$ cat src/rtl/fan_speed_ctrl_if.sv
// rtl/fan_speed_ctrl_if.sv - front-panel buttons in, demux enable/select out
interface fan_speed_ctrl_if;
  logic btn_pwr;
  logic btn_up;
  logic btn_down;
  logic e;
  logic s1;
  logic s0;
  logic ramping;

  modport master (
    output btn_pwr, btn_up, btn_down,
    input  e, s1, s0, ramping
  );

  modport slave (
    input  btn_pwr, btn_up, btn_down,
    output e, s1, s0, ramping
  );
endinterface

$ cat src/rtl/fan_speed_ctrl.sv
// rtl/fan_speed_ctrl.sv - debounced power/up/down buttons driving a soft-start fan select
module fan_speed_ctrl #(
  parameter int DEBOUNCE_CYCLES = 16,
  parameter int RAMP_CYCLES     = 32
) (
  input  logic             clk,
  input  logic             rst_n,
  fan_speed_ctrl_if.slave  bus
);

  localparam int DCW = (DEBOUNCE_CYCLES > 1) ? $clog2(DEBOUNCE_CYCLES) : 1;
  localparam int RCW = (RAMP_CYCLES > 1) ? $clog2(RAMP_CYCLES) : 1;
  localparam logic [DCW-1:0] DB_LAST   = DCW'(DEBOUNCE_CYCLES - 1);
  localparam logic [RCW-1:0] RAMP_LAST = RCW'(RAMP_CYCLES - 1);

  typedef enum logic {ST_OFF, ST_RUN} state_t;

  // Button index 0 = power, 1 = up, 2 = down.
  logic [2:0]     btn_raw;
  logic [2:0]     meta_q, meta_d;
  logic [2:0]     sync_q, sync_d;
  logic [2:0]     deb_q, deb_d;
  logic [2:0]     deb_prev_q, deb_prev_d;
  logic [2:0]     press_q, press_d;
  logic [DCW-1:0] cnt_q [3];
  logic [DCW-1:0] cnt_d [3];

  assign btn_raw = {bus.btn_down, bus.btn_up, bus.btn_pwr};

  always_comb begin
    meta_d     = btn_raw;
    sync_d     = meta_q;
    deb_d      = deb_q;
    deb_prev_d = deb_q;
    press_d    = deb_q & ~deb_prev_q;
    for (int i = 0; i < 3; i++) begin
      cnt_d[i] = '0;
      if (sync_q[i] != deb_q[i]) begin
        if (cnt_q[i] == DB_LAST) begin
          deb_d[i] = sync_q[i];
        end else begin
          cnt_d[i] = cnt_q[i] + 1'b1;
        end
      end
    end
  end

  always_ff @(posedge clk or negedge rst_n) begin
    if (!rst_n) begin
      meta_q     <= '0;
      sync_q     <= '0;
      deb_q      <= '0;
      deb_prev_q <= '0;
      press_q    <= '0;
      for (int i = 0; i < 3; i++) cnt_q[i] <= '0;
    end else begin
      meta_q     <= meta_d;
      sync_q     <= sync_d;
      deb_q      <= deb_d;
      deb_prev_q <= deb_prev_d;
      press_q    <= press_d;
      for (int i = 0; i < 3; i++) cnt_q[i] <= cnt_d[i];
    end
  end

  // Power wins; up and down together cancel each other.
  logic pwr_p, up_p, dn_p;
  assign pwr_p = press_q[0];
  assign up_p  = ~press_q[0] & press_q[1] & ~press_q[2];
  assign dn_p  = ~press_q[0] & ~press_q[1] & press_q[2];

  state_t         state_q, state_d;
  logic [1:0]     cur_q, cur_d;
  logic [1:0]     tgt_q, tgt_d;
  logic [RCW-1:0] tmr_q, tmr_d;
  logic           e_q, e_d;
  logic           ramping_q, ramping_d;

  always_comb begin
    state_d = state_q;
    cur_d   = cur_q;
    tgt_d   = tgt_q;
    tmr_d   = '0;
    if (up_p && tgt_q != 2'b11) tgt_d = tgt_q + 2'd1;
    if (dn_p && tgt_q != 2'b00) tgt_d = tgt_q - 2'd1;
    case (state_q)
      ST_OFF: begin
        cur_d = 2'b00;
        if (pwr_p) state_d = ST_RUN;
      end
      ST_RUN: begin
        if (pwr_p) begin
          state_d = ST_OFF;
          cur_d   = 2'b00;
        end else begin
          // Slow-down is immediate; speed-up only ever creeps one level per interval.
          if (cur_q > tgt_d) cur_d = tgt_d;
          if (cur_d < tgt_d) begin
            if (tmr_q == RAMP_LAST) begin
              cur_d = cur_d + 2'd1;
            end else begin
              tmr_d = tmr_q + 1'b1;
            end
          end
        end
      end
      default: begin
        state_d = ST_OFF;
        cur_d   = 2'b00;
      end
    endcase
    e_d       = (state_d == ST_RUN);
    ramping_d = (state_d == ST_RUN) && (cur_d < tgt_d);
  end

  always_ff @(posedge clk or negedge rst_n) begin
    if (!rst_n) begin
      state_q   <= ST_OFF;
      cur_q     <= 2'b00;
      tgt_q     <= 2'b01;
      tmr_q     <= '0;
      e_q       <= 1'b0;
      ramping_q <= 1'b0;
    end else begin
      state_q   <= state_d;
      cur_q     <= cur_d;
      tgt_q     <= tgt_d;
      tmr_q     <= tmr_d;
      e_q       <= e_d;
      ramping_q <= ramping_d;
    end
  end

  assign bus.e       = e_q;
  assign bus.s1      = cur_q[1];
  assign bus.s0      = cur_q[0];
  assign bus.ramping = ramping_q;

endmodule

$ cat src/flat_wrapper.sv
// flat-port wrapper written by rule: the top's interface ports become plain ports
module fan_speed_ctrl_flat 
#(
  parameter int DEBOUNCE_CYCLES = 16,
  parameter int RAMP_CYCLES     = 32
)
  (clk, rst_n, bus_btn_pwr, bus_btn_up, bus_btn_down, bus_e, bus_s1, bus_s0, bus_ramping);
  fan_speed_ctrl_if bus_i ();
  input  logic clk;
  input  logic rst_n;
  input wire logic [$bits(bus_i.btn_pwr)-1:0] bus_btn_pwr;
  input wire logic [$bits(bus_i.btn_up)-1:0] bus_btn_up;
  input wire logic [$bits(bus_i.btn_down)-1:0] bus_btn_down;
  output wire logic [$bits(bus_i.e)-1:0] bus_e;
  output wire logic [$bits(bus_i.s1)-1:0] bus_s1;
  output wire logic [$bits(bus_i.s0)-1:0] bus_s0;
  output wire logic [$bits(bus_i.ramping)-1:0] bus_ramping;
  assign bus_i.btn_pwr = bus_btn_pwr;
  assign bus_i.btn_up = bus_btn_up;
  assign bus_i.btn_down = bus_btn_down;
  assign bus_e = bus_i.e;
  assign bus_s1 = bus_i.s1;
  assign bus_s0 = bus_i.s0;
  assign bus_ramping = bus_i.ramping;
  fan_speed_ctrl #(.DEBOUNCE_CYCLES(DEBOUNCE_CYCLES), .RAMP_CYCLES(RAMP_CYCLES)) u_core (.clk(clk), .rst_n(rst_n), .bus(bus_i));
endmodule
$ cat config.mk
export PLATFORM = sky130hd
export DESIGN_NAME = fan_speed_ctrl_flat
export DESIGN_NICKNAME = d
export VERILOG_FILES = /design/src/rtl/fan_speed_ctrl_if.sv /design/src/rtl/fan_speed_ctrl.sv /design/src/flat_wrapper.sv
export SDC_FILE = /design/constraint.sdc
export NUM_CORES = 1
export LEC_CHECK = 0
export ABC_AREA = 1
export CAP_MARGIN = 40
export CORE_MARGIN = 3
export CORE_UTILIZATION = 31
export DETAILED_ROUTE_END_ITERATION = 8
export SLEW_MARGIN = 20
export SYNTH_ARGS = -nofsm -noshare
export SYNTH_HDL_FRONTEND = slang
export SYNTH_SLANG_ARGS = --single-unit
$ cat constraint.sdc
create_clock -name clk -period 8.6 [get_ports clk]
set_input_delay 2.15 -clock clk [delete_from_list [all_inputs] [get_ports clk]]
set_output_delay 2.15 -clock clk [all_outputs]
set_load 0.05 [all_outputs]
# ---- Yosys cells after proc, flatten, opt, wreduce, memory -nomap -nowiden
# Cells that the tools add are included.
dict set report word_totals {
  inputBits 5
  output_inout_bits 4
  wordCells 72
  regBits 38
}
dict set report classes {
  add_sub_neg 7
  eq_ne 8
  n_lt_le_gt_ge 3
  reduce_logical 7
  n_mux 22
  n_bitwise 10
}
# cell n
set ops {}
lappend ops {{4-bit two-way mux} 6}
lappend ops {{5-bit two-way mux} 4}
lappend ops {{2-bit two-way mux} 8}
lappend ops {{4-bit by 1-bit adder with 4-bit output (second input constant)} 3}
lappend ops {{4-bit == test (second input constant)} 3}
lappend ops {{2-bit AND reduction} 3}
lappend ops {{5-bit by 1-bit adder with 5-bit output (second input constant)} 1}
lappend ops {{5-bit == test (second input constant)} 1}
lappend ops {{2-bit by 1-bit adder with 2-bit output (second input constant)} 2}
lappend ops {{1-bit AND} 4}
lappend ops {{2-bit less-than comparator} 2}
lappend ops {{1-bit NOT} 4}
lappend ops {{2-bit one-hot mux with 2 select lines} 1}
lappend ops {{3-bit AND} 1}
lappend ops {{1-bit logical AND} 3}
lappend ops {{1-bit inequality test} 3}
lappend ops {{3-bit NOT} 1}
lappend ops {{2-bit > comparator} 1}
lappend ops {{1-bit two-way mux} 2}
lappend ops {{2-bit inequality test (second input constant)} 1}
lappend ops {{1-bit one-hot mux with 2 select lines} 1}
lappend ops {{2-bit nonzero test} 1}
lappend ops {{2-bit by 1-bit subtractor with 2-bit output (second input constant)} 1}

# ---- Depth between registers and ports, before layout
# Gate-level depths: netlist of the first run.
dict set report logic_depth {
  depth_word 17
  depth_mapped 22
  ltp_nobuf 22
}

# ---- Worst setup path before layout of the first run
# OpenSTA, ideal clock, no wires.
dict set report synth_timing {
  path_kind {flip-flop to flip-flop}
  start {reg u_core.tgt_q[0]}
  end {reg u_core.ramping_q, in the netlist u_core.bus.ramping}
  arrival_ns 2.809
  period_less_slack_ns 2.882
  setup_ns 0.073
  path_stages_with_launch 19
  path_buffers 0
  path_slack_ns 5.718
  required_ns 8.527
  cell_sequence {dfstp_2 > inv_1 > ha_1 > inv_1 > nand3_1 > nand2_1 > nand2_2 > nand2_4 > inv_1 > ha_1 > nand2_1 > a21boi_4 > or2_2 > nand2_1 > nand4_2 > xor2_1 > nor2_1 > ha_1 > a21oi_2}
}
dict set report synth_via {
  elab_chain_cells 15
  elab_cells_between_ends 20
  cone_classes {add/sub: 3; order compare: 3; eq/ne: 1; mux: 9; reduce/logical: 4}
}
# element line
set synth_rtl {}
lappend synth_rtl {{start, declared} fan_speed_ctrl.sv:74} ;# logic [1:0] tgt_q, tgt_d;
lappend synth_rtl {{start signal, assigned} fan_speed_ctrl.sv:127} ;# tgt_q <= tgt_d;
lappend synth_rtl {{parallel branches: the longest is 3 deep, another holds 2-bit by 1-bit adder with 2-bit output} n/a}
lappend synth_rtl {{2-bit two-way mux (*)} fan_speed_ctrl.sv:85} ;# if (dn_p && tgt_q != 2'b00) tgt_d = tgt_q - 2'd1;
lappend synth_rtl {{named net u_core.tgt_d[1]} fan_speed_ctrl.sv:74}
lappend synth_rtl {{2-bit > comparator} fan_speed_ctrl.sv:97} ;# if (cur_q > tgt_d) cur_d = tgt_d;
lappend synth_rtl {{2-bit two-way mux} fan_speed_ctrl.sv:97}
lappend synth_rtl {{2-bit two-way mux} fan_speed_ctrl.sv:92} ;# if (pwr_p) begin
lappend synth_rtl {{2-bit two-way mux} fan_speed_ctrl.sv:86} ;# case (state_q)
lappend synth_rtl {{2-bit by 1-bit adder with 2-bit output} fan_speed_ctrl.sv:100} ;# cur_d = cur_d + 2'd1;
lappend synth_rtl {{2-bit two-way mux} fan_speed_ctrl.sv:99} ;# if (tmr_q == RAMP_LAST) begin
lappend synth_rtl {{2-bit two-way mux (*)} fan_speed_ctrl.sv:98} ;# if (cur_d < tgt_d) begin
lappend synth_rtl {{2-bit two-way mux (*)} fan_speed_ctrl.sv:92}
lappend synth_rtl {{2-bit one-hot mux with 2 select lines (*)} fan_speed_ctrl.sv:86}
lappend synth_rtl {{named net u_core.cur_d[1]} fan_speed_ctrl.sv:73} ;# logic [1:0] cur_q, cur_d;
lappend synth_rtl {{2-bit less-than comparator (*)} fan_speed_ctrl.sv:113} ;# ramping_d = (state_d == ST_RUN) && (cur_d < tgt_d);
lappend synth_rtl {{1-bit logical AND (*)} fan_speed_ctrl.sv:113}
lappend synth_rtl {{named net u_core.ramping_d} fan_speed_ctrl.sv:77} ;# logic ramping_q, ramping_d;
lappend synth_rtl {{end signal, assigned} fan_speed_ctrl.sv:130} ;# ramping_q <= ramping_d;
lappend synth_rtl {{end, declared} fan_speed_ctrl.sv:77}
# Mark *: on every way through the listed nets, which the timed path passes. The select of a mux whose other input is x is not followed.
# A chain may end at the register's enable or synchronous reset.

# ---- Worst setup path in the final report of the first run
dict set report layout_timing {
  start {reg u_core.cur_q[1]}
  end {out bus_s1}
}
# element line
set layout_lines {}
lappend layout_lines {{start, declared} fan_speed_ctrl.sv:73}
lappend layout_lines {{start signal, assigned} fan_speed_ctrl.sv:126} ;# cur_q <= cur_d;
lappend layout_lines {{end, declared} flat_wrapper.sv:15} ;# output wire logic [$bits(bus_i.s1)-1:0] bus_s1;
# No word-level cell between the ends.

==> results.md, run 1 <==
* Outcome: completed
* First-pass GRT wire length at 4.68 mm
* CTS buffer count at 5
* GRT Total Usage at 9.58%
* Min Tclk post-route at 3.64 ns
* Mapped Area at 1720 um2
* Initial antenna violation count at 0
* Proportion of layout cells with a drive suffix above 1 at 16.2%
* Cell area power density at 169 nW/um2
* Final Max Tran Viols at 0
* Area contributors post-synth: dfrtp_1 54%, ha_1 8.7%, inv_1 5.9%
* Yosys warnings at 0
* R2r startpoint: u_core.tgt_q[0]$_DFF_PN1_
* Arr. time, crit path at 1.49 ns
* DR vias/cell at 4.15
* R2R setup slack at 5.47 ns
* Min-delay src: u_core.meta_q[2]$_DFF_PN0_
* CTS tree: done
* Post-synthesis compound-gate area fraction at 3.06%
* DP HPWL at 1.80 mm
* Maximum vdd drop at 0.0000733 V
* Path depth of the worst reg2reg path at 18
* Hold buffer count at CTS at 0
* Largest net degree at the start of global routing at 21
* Setup CP Type: register to primary output
* Worst slew margin at 66.9%
* Register area share after synthesis at 55.4%
* DRT iter0 DRCs at 28
* Avg Cell Area, Syn at 10.2 um2
* IO Pins at 9
* Endpoint type of the worst setup path: primary output
* Largest area contributor in the netlist: dfrtp_1
* DR vias at 1,057
* Maximum achievable frequency at 275 MHz
* Root buffer cell: clkbuf_8
* Ant diodes at 0
* H-tree Lvls at 2
* Slew @ Worst Pin at 0.495 ns
* Hold path depth at 0
* Top-area cell type share of the netlist area at 53.9%
* Buf+Inv Stages, Crit Path at 1
* Synth Area in Adders at 8.74%
* ANT nets after route at 0
* DRC errors left at 0
* Row cnt at 26
* Routed WL at 2.42 mm
* Crit-path slowest cell: clkdlybuf4s50_1
* Worst setup startpoint: u_core.cur_q[1]$_DFF_PN0_
* PostCTS Resize Cnt at 0
* Die area at 6470 um2
* DR pass1 iterations at 4
* CORE AREA at 5240 um2
* Cells after synthesis at 168
* Final-report hold violation count at 0
* Starting Density at 32.8%
* Crit-path max cell delay at 0.82 ns
* Wirelength per Cell at 9.51 um
* Distinct cell type count after synthesis at 23
* RSZ-0062 raised after global routing: no
* Latest clock arrival within the worst-skew pair at 0.29 ns
* #FFs+latches synth at 38
* Worst-case clock buffer depth at 2
* Nets at 201
* Hold WS at 0.350 ns
* Reg clk slew, reported paths at 0.07 ns
* Post-CTS setup buffer count at 0
* Fin Setup TNS at 0 ns
* # setup viols final at 0
* Max-Cap Viols at 0
* Multiplexer area fraction after synthesis at 0%
* Syn Nets at 185
* Skew final at 0.00515 ns
* Grt total ovfl at 0
* Clk sink count at 38
* Synth-to-Final Area Change at 16.6%
* Post-layout util at 38.2%
* Leakage at 0.982 nW
* Chip Height at 80.4 um
* PortBufs at 8
* Worst Path Max Fanout at 4
* Main combinational cell family by area after synthesis: simple AND/OR/NAND/NOR gates
* Simple-gate share of the synthesized area at 21.8%
* Hold Crit Endpoint: u_core.sync_q[2]$_DFF_PN0_
* Commonest non-fill, non-tap cell in the layout: dfrtp_1
* Worst Hold Class: register to register
* Most frequent cells in the layout: 37 x dfrtp_1, 27 x inv_1, 25 x nor2_1
* Critical path's top delay family: buffers and inverters
* Startpoint types: register
* Worst path cell trace: clkdlybuf4s50_1
* RR Endpoint: u_core.bus.ramping$_DFF_PN0_
* Period utilisation layout at 42.4%
* Die width at 80.4 um
* Vias in the first global route at 1,091
* Crit path required time at 6.45 ns
* XOR/XNOR share of the synthesized area at 5.10%
* RD Place Congestion at 0.700
[stage by stage]
step,instance area (um2),power [mW],std cells,setup WS (ns)
6_report,2000,0.338,255,4.96
5_1_grt,2000,0.357,255,4.91
4_1_cts,2000,0.346,255,4.93
3_5_place_dp,1910,0.217,247,5.26
3_3_place_gp,1880,0.215,246,5.28
2_1_floorplan,1720,0.206,168,5.72
[power by group]
group / internal [mW] / switching [mW]
logic: 0.0101 / 0.0148
clock network: 0.0644 / 0.0607
registers: 0.184 / 0.00359
total: 0.259 / 0.0791
[synth_stat cells]
| master | number |
|---|---|
| a21oi_2 | 1 |
| nor2_1 | 25 |
| nand4_2 | 1 |
| nor2_2 | 4 |
| nand2_2 | 6 |
| nand3_2 | 2 |
| ha_1 | 12 |
| nand2_4 | 2 |
| xnor2_1 | 6 |
| or2_1 | 1 |
| nor3_1 | 1 |
| nand2_1 | 17 |
| o21ai_1 | 1 |
| nand3_1 | 12 |
| a21oi_1 | 4 |
| nand4_1 | 1 |
| inv_1 | 27 |
| a21boi_4 | 1 |
| nor4b_2 | 1 |
| dfstp_2 | 1 |
| xor2_1 | 4 |
| or2_2 | 1 |
| dfrtp_1 | 37 |
[logic make-up after synthesis]
| kind of cell | after synthesis |
|---|---|
| XOR/XNOR | 10 |
| flip-flops | 38 |
| AO/OA/AOI/OAI | 7 |
| buffers and inverters | 27 |
| AND/OR/NAND/NOR | 74 |
| adder cells (fa/ha/maj) | 12 |
[area by class of cell]
class | count | area, um2
fillers | 517 | 3230
flip-flops and latches | 38 | 952
multi-input cells | 103 | 664
repair buffers | 9 | 103
inverters | 27 | 101
well taps | 70 | 87.6
clock buffers | 6 | 82.6
clock inverters | 2 | 12.5
[worst max-delay path by stage]
| stage | to | slack [ns] | depth (start not counted) |
|---|---|---|---|
| final | bus_s1 | 4.96 | 1 |
| after CTS | bus_s1 | 4.93 | 1 |
| after floorplan | u_core.bus.ramping$_DFF_PN0_ | 5.72 | 18 |
| after detailed placement | bus_s1 | 5.26 | 1 |
| after global placement | bus_s1 | 5.28 | 1 |
| after global routing | bus_s1 | 4.91 | 1 |
[sequential cells by signal, indices dropped and copies added, names as in the netlist]
signal,count
u_core.tgt_q,2
u_core.meta_q,3
u_core.press_q,3
u_core.deb_prev_q,3
u_core.deb_prev_d,3
u_core.cnt_q,12
u_core.tmr_q,5
u_core.bus.ramping,1
u_core.sync_q,3
u_core.state_q,1
u_core.cur_q,2
[routing by layer]
layer / part of all wire (%) / vias to the layer above / global-route usage [%]
met1: 50 / 493 / 11.9
met4: 1.5 / 0 / 5.07
met5: 0 / - / 0
met3: 4.2 / 4 / 3.70
met2: 45 / 13 / 14.3
li1: - / 547 / -
Note: power is estimated with default switching activity, not from simulation.
==> run 2, diff against run 1 <==
clock period = 3.27 ns   (was 8.6 ns; I/O delays follow)
==> run 2 against run 1 <==
Design area rose by 1.4%; largest power group unchanged; routed wire length rose by 3.2%; clock skew rose by 0.00093 ns; critical path type is now register to register.
==> results.md, run 2 (same netlist as run 1, synthesis figures left out) <==
* Hold WS at 0.346 ns (-0.00417 ns)
* Largest net degree at the start of global routing at 30 (+43%)
* Fin Setup TNS at 0 ns (unchanged)
* IO Pins at 9 (unchanged)
* CTS buffer count at 5 (unchanged)
* Die width at 80.4 um (unchanged)
* Critical path's top delay family: simple AND/OR/NAND/NOR gates
* Arr. time, crit path at 3.23 ns (+1.74 ns)
* Max reg flops at 12 (unchanged)
* Clk sink count at 38 (unchanged)
* Cell area power density at 466 nW/um2 (+180%)
* Worst Path Max Fanout at 4 (unchanged)
* Max-Cap Viols at 0 (unchanged)
* Setup WS pre-CTS at 0.225 ns (-5.03 ns)
* Chip Height at 80.4 um (unchanged)
* Reg with most FFs: u_core.cnt_q
* Crit-path slowest cell: dfstp_2
* Post-route cell area at 2030 um2 (+1.4%)
* Worst slew margin at 67.0% (+0.094 points)
* DRC errors left at 0 (unchanged)
* Final Max Tran Viols at 0 (unchanged)
* Final-report hold violation count at 0 (unchanged)
* PortBufs at 8 (unchanged)
* CORE AREA at 5240 um2 (unchanged)
* H-tree Lvls at 2 (unchanged)
* Maximum achievable frequency at 333 MHz
* DR vias/cell at 4.17 (+0.65%)
* Routed WL at 2.50 mm (+3.2%)
* PnR worst setup slack at 0.268 ns (-4.69 ns)
* Buf+Inv Stages, Crit Path at 3 (+2)
* Most frequent cells in the layout: 37 x dfrtp_1, 26 x inv_1, 25 x nor2_1
* ANT nets after route at 0 (unchanged)
* DP HPWL at 1.86 mm (+3.6%)
* Fillers at 517 (unchanged)
* Row cnt at 26 (unchanged)
* Latest clock arrival within the worst-skew pair at 0.29 ns (about the same)
* Outcome: completed
* First-pass GRT wire length at 4.30 mm (-8.1%)
* Commonest non-fill, non-tap cell in the layout: dfrtp_1
* Skew final at 0.00609 ns (+0.000931 ns)
* Wirelength per Cell at 9.77 um (+2.8%)
* Grt total ovfl at 0 (unchanged)
* Leakage at 0.993 nW (+1.1%)
* Worst-case clock buffer depth at 2 (unchanged)
* Cell Area, Placed at 1900 um2 (-0.39%)
* Starting Density at 32.8% (unchanged)
* CTS tree: done
* Reg clk slew, reported paths at 0.08 ns (about the same)
* R2R setup slack at 0.27 ns (-5.20 ns)
* Synth-to-Final Area Change at 18.3%
* Die area at 6470 um2 (unchanged)
* Root buffer cell: clkbuf_8
* Min Tclk post-route at 3.00 ns
* Maximum vdd drop at 0.000215 V (+190%)
* Endpoint type of the worst setup path: register
* # setup viols final at 0 (unchanged)
* Initial antenna violation count at 0 (unchanged)
* Crit path required time at 3.50 ns (-2.95 ns)
* Nets at 202 (+0.50%)
* Ant diodes at 0 (unchanged)
* Proportion of layout cells with a drive suffix above 1 at 18.3% (+2.1 points)
* Crit-path max cell delay at 0.55 ns (-0.27 ns)
* RSZ-0062 raised after global routing: no
* Slew @ Worst Pin at 0.494 ns (-0.00140 ns)
* GRT Total Usage at 9.11% (-0.47 points)
* Worst Hold Class: register to register
* DR vias at 1,068 (+1.0%)
* Top Registers: u_core.cnt_q: 12 flops, u_core.tmr_q: 5 flops
* DRT iter0 DRCs at 37 (+32%)
* Worst path cell trace: inv_1 -> ha_1 -> inv_1 -> nand3_1 -> nand2_1 -> nand2_2 -> nand2_4 -> inv_2 -> ha_4 -> nand2_1 -> a21boi_4 -> or2_2 -> nand2_2 -> nand4_2 -> xor2_1 -> nor2_1 -> ha_1 -> a21oi_2
* DR pass1 iterations at 2 (-2)
* Period utilisation layout at 91.8%
* Vias in the first global route at 1,009 (-7.5%)
* Setup CP Type: register to register
* Startpoint types: register
* RD Place Congestion at 0.735 (+5.1%)
-- run 2: area by class of cell --
cell class	instances	area, um2	share of cell area, %
sequential	38	952	46.9
multi-input combinational	103	679	33.4
timing repair buffer	10	103	5.05
inverter	27	101	4.99
tap	70	87.6	4.31
clock buffer	5	68.8	3.39
clock inverter	3	40.0	1.97
-- run 2: timing repair --
action	in CTS	in global routing
setup buffers	0	1
setup endpoints to repair	0	1
gates resized for setup	0	3
hold buffers	0	0
hold endpoints to repair	0	0
-- run 2: metal layers --
metal  wire length (um)  track usage, %
met1               1210            10.9
met2               1130            13.8
met3                 94            3.36
met4                 65            5.57
met5                  0               0
-- run 2: path summary, 6_finish.rpt --
path	start	end	cells after the start
min in group asynchronous	rst_n	u_core.state_q$_DFF_PN0_	1
max	u_core.tgt_q[0]$_DFF_PN1_	u_core.bus.ramping$_DFF_PN0_	18
max reg2reg	u_core.tgt_q[0]$_DFF_PN1_	u_core.bus.ramping$_DFF_PN0_	18
min	u_core.meta_q[2]$_DFF_PN0_	u_core.sync_q[2]$_DFF_PN0_	0
min reg2reg	u_core.meta_q[2]$_DFF_PN0_	u_core.sync_q[2]$_DFF_PN0_	0
max in group asynchronous	rst_n	u_core.tgt_q[0]$_DFF_PN1_	2
-- run 2: power by group --
group          leakage (nW)  switching [mW]  total, mW  internal, mW
sequential            0.506         0.00932      0.494         0.485
clock                0.0579           0.163      0.387         0.224
combinational         0.430          0.0392     0.0663        0.0271
-- run 2: per-stage QoR --
stage / total power [mW] / utilization, % / std cells
after floorplan: 0.543 / - / 168
after global placement: 0.565 / 35.9 / 246
after detailed placement: 0.570 / 36.3 / 247
after CTS: 0.969 / 38.4 / 255
after global routing: 1.00 / 38.8 / 256
final: 0.948 / 38.8 / 256
==> run 3, diff against run 2 <==
CORE_UTILIZATION = 52   (was 31)
HOLD_SLACK_MARGIN = 0.05   (was default)
PLACE_DENSITY = 0.73   (was default)
==> run 3 against run 2 <==
Global-route usage rose by 7.0 points; count of clock-buffer cells in the layout is 3 higher; sequential share of layout area up 1.5 points; routed wire length is 5.6% higher; critical path depth stayed put; register-to-register slack about the same; worst hold slack worse by 0.0061 ns; core utilization increased by 25 points; non-clock buffer count increased by 2; die area fell by 38%; via count rose by 2.5%; critical path type unchanged; largest power group unchanged.
==> results.md, run 3 (same netlist as run 1, synthesis figures left out) <==
* Nets at 204 (+0.99%)
* Slew @ Worst Pin at 0.495 ns (+0.000446 ns)
* IO Pins at 9 (unchanged)
* Ant diodes at 0 (unchanged)
* Starting Density at 55.4% (+23 points)
* ANT nets after route at 0 (unchanged)
* Worst Path Max Fanout at 4 (unchanged)
* Flop pwr share at 62.5% (+10 points)
* Psw at 0.193 mW (-8.4%)
* Tot Pwr at 0.792 mW (-16%)
* CTS tree: done
* Crit path required time at 3.54 ns (+0.04 ns)
* Startpoint types: register
* PnR worst setup slack at 0.258 ns (-0.0103 ns)
* Setup WS pre-CTS at 0.190 ns (-0.0351 ns)
* Proportion of layout cells with a drive suffix above 1 at 17.0% (-1.3 points)
* Commonest non-fill, non-tap cell in the layout: dfrtp_1
* DR vias/cell at 4.72 (+13%)
* Latest clock arrival within the worst-skew pair at 0.33 ns (+0.04 ns)
* Skew final at 0.0104 ns (+0.00434 ns)
* DRC errors left at 0 (unchanged)
* Final-report hold violation count at 0 (unchanged)
* RD Place Congestion at 0.720 (-2.1%)
* Grt total ovfl at 0 (unchanged)
* Endpoint type of the worst setup path: register
* Min Tclk post-route at 3.01 ns (+0.0103 ns)
* Gate power share at 8.7% (+1.7 points)
* GRT Total Usage at 16.1% (+7.0 points)
* Clock power share at 28.8% (-12 points)
* Max reg flops at 12 (unchanged)
* Int Pwr at 0.599 mW (-19%)
* Period utilisation layout at 92.1% (+0.31 points)
* Die width at 63.5 um (-21%)
* Vias in the first global route at 1,213 (+20%)
* Max-Cap Viols at 0 (unchanged)
* Die area at 4030 um2 (-38%)
* Arr. time, crit path at 3.28 ns (+0.05 ns)
* CORE AREA at 3100 um2 (-41%)
* Worst Hold Class: input port to asynchronous set/reset pin
* Sw Share at 24.4% (+2.1 points)
* Most frequent cells in the layout: 37 x dfrtp_1, 27 x inv_1, 25 x nor2_1
* PortBufs at 8 (unchanged)
* Root buffer cell: clkbuf_4
* Routed WL at 2.64 mm (+5.6%)
* Clk sink count at 38 (unchanged)
* Final Max Tran Viols at 0 (unchanged)
* Cell area power density at 402 nW/um2 (-14%)
* Leakage at 0.966 nW (-2.7%)
* DR vias at 1,095 (+2.5%)
* Reg with most FFs: u_core.cnt_q
* Worst slew margin at 66.9% (about the same)
* Synth-to-Final Area Change at 14.6%
* # setup viols final at 0 (unchanged)
* DR pass1 iterations at 4 (+2)
* Row cnt at 20 (-23%)
* CTS buffer count at 5 (unchanged)
* Worst-case clock buffer depth at 2 (unchanged)
* Maximum achievable frequency at 332 MHz (-0.34%)
* DRT iter0 DRCs at 49 (+32%)
* H-tree Lvls at 2 (unchanged)
* Outcome: completed
* Reg clk slew, reported paths at 0.11 ns (+0.03 ns)
* Maximum vdd drop at 0.000287 V (+33%)
* First-pass GRT wire length at 4.95 mm (+15%)
* Chip Height at 63.5 um (-21%)
* Top Registers: u_core.cnt_q: 12 flops, u_core.tmr_q: 5 flops
* RSZ-0062 raised after global routing: no
* Largest net degree at the start of global routing at 39 (+30%)
* Fin Setup TNS at 0 ns (unchanged)
* Initial antenna violation count at 0 (unchanged)
* DP HPWL at 1.94 mm (+4.2%)
* Setup CP Type: register to register
* Wirelength per Cell at 11.4 um (+17%)
run 3: cell types whose count changed in the layout (fill, tap and decap cells not counted), moves of 2 or more:
cell	delta
clkbuf_4	+5
clkbuf_8	-5
clkbuf_1	+3
buf_4	+2
clkinv_2	-2
run 3: final timing paths:
path | start | endpoint | slack, ns | depth (start not counted)
setup / recovery | u_core.tgt_q[0]$_DFF_PN1_ | u_core.bus.ramping$_DFF_PN0_ | 0.26 | 18
hold / removal | rst_n | u_core.tmr_q[3]$_DFF_PN0_ | 0.34 | 1
setup reg to reg | u_core.tgt_q[0]$_DFF_PN1_ | u_core.bus.ramping$_DFF_PN0_ | 0.26 | 18
hold reg to reg | u_core.meta_q[2]$_DFF_PN0_ | u_core.sync_q[2]$_DFF_PN0_ | 0.36 | 0
max in group asynchronous | rst_n | u_core.meta_q[2]$_DFF_PN0_ | 2.50 | 2
min in group clk | u_core.meta_q[2]$_DFF_PN0_ | u_core.sync_q[2]$_DFF_PN0_ | 0.36 | 0
run 3: timing repair:
action / 4_1_cts / 5_1_grt
setup buffers: 0 / 3
endpoints found under the setup margin: 0 / 1
hold buffers: 0 / 0
gates resized for setup: 0 / 4
run 3: power groups by stage:
| stage | Combinational, mW | Clock, mW | Sequential, mW |
|---|---|---|---|
| CTS | 0.0635 | 0.240 | 0.495 |
| finish | 0.0689 | 0.228 | 0.495 |
| global placement | 0.0595 | 0 | 0.503 |
| floorplan | 0.0391 | 0 | 0.504 |
| detailed placement | 0.0629 | 0 | 0.504 |
| global route | 0.0815 | 0.261 | 0.497 |
run 3: area by class of cell:
class / count / area (um2)
Clock buffer: 8 / 48.8
Fill cell: 270 / 1130
Inverter: 27 / 101
Multi-Input combinational cell: 103 / 693
Sequential cell: 38 / 952
Tap cell: 44 / 55.1
Timing Repair Buffer: 12 / 118
run 3: metrics by stage:
| step | hold WS, ns | utilization [%] | instances | cell area (um2) |
|---|---|---|---|---|
| floorplan | 0.331 | - | 168 | 1720 |
| global placement | 0.335 | 59.6 | 220 | 1850 |
| detailed placement | 0.339 | 59.6 | 220 | 1850 |
| CTS | 0.364 | 61.1 | 228 | 1900 |
| global route | 0.325 | 63.4 | 232 | 1970 |
| finish | 0.340 | 63.4 | 232 | 1970 |
run 3: critical path, cell delays in order, from the launching register on:
cell and delay [ns]:
dfstp_2 0.56, inv_1 0.08, ha_4 0.24, inv_1 0.05, nand3_1 0.07, nand2_1 0.08
nand2_2 0.06, nand2_4 0.08, inv_1 0.07, ha_1 0.29, nand2_1 0.05, a21boi_4 0.14
or2_2 0.30, nand2_4 0.09, nand4_4 0.11, xor2_1 0.16, nor2_1 0.15, ha_1 0.26
a21oi_2 0.13
run 3: metal layers:
| layer | routed length [um] | global-route usage [%] |
|---|---|---|
| met1 | 1130 | 16.4 |
| met2 | 1360 | 29.5 |
| met3 | 96 | 5.53 |
| met4 | 56 | 6.74 |
| met5 | 0 | 0 |
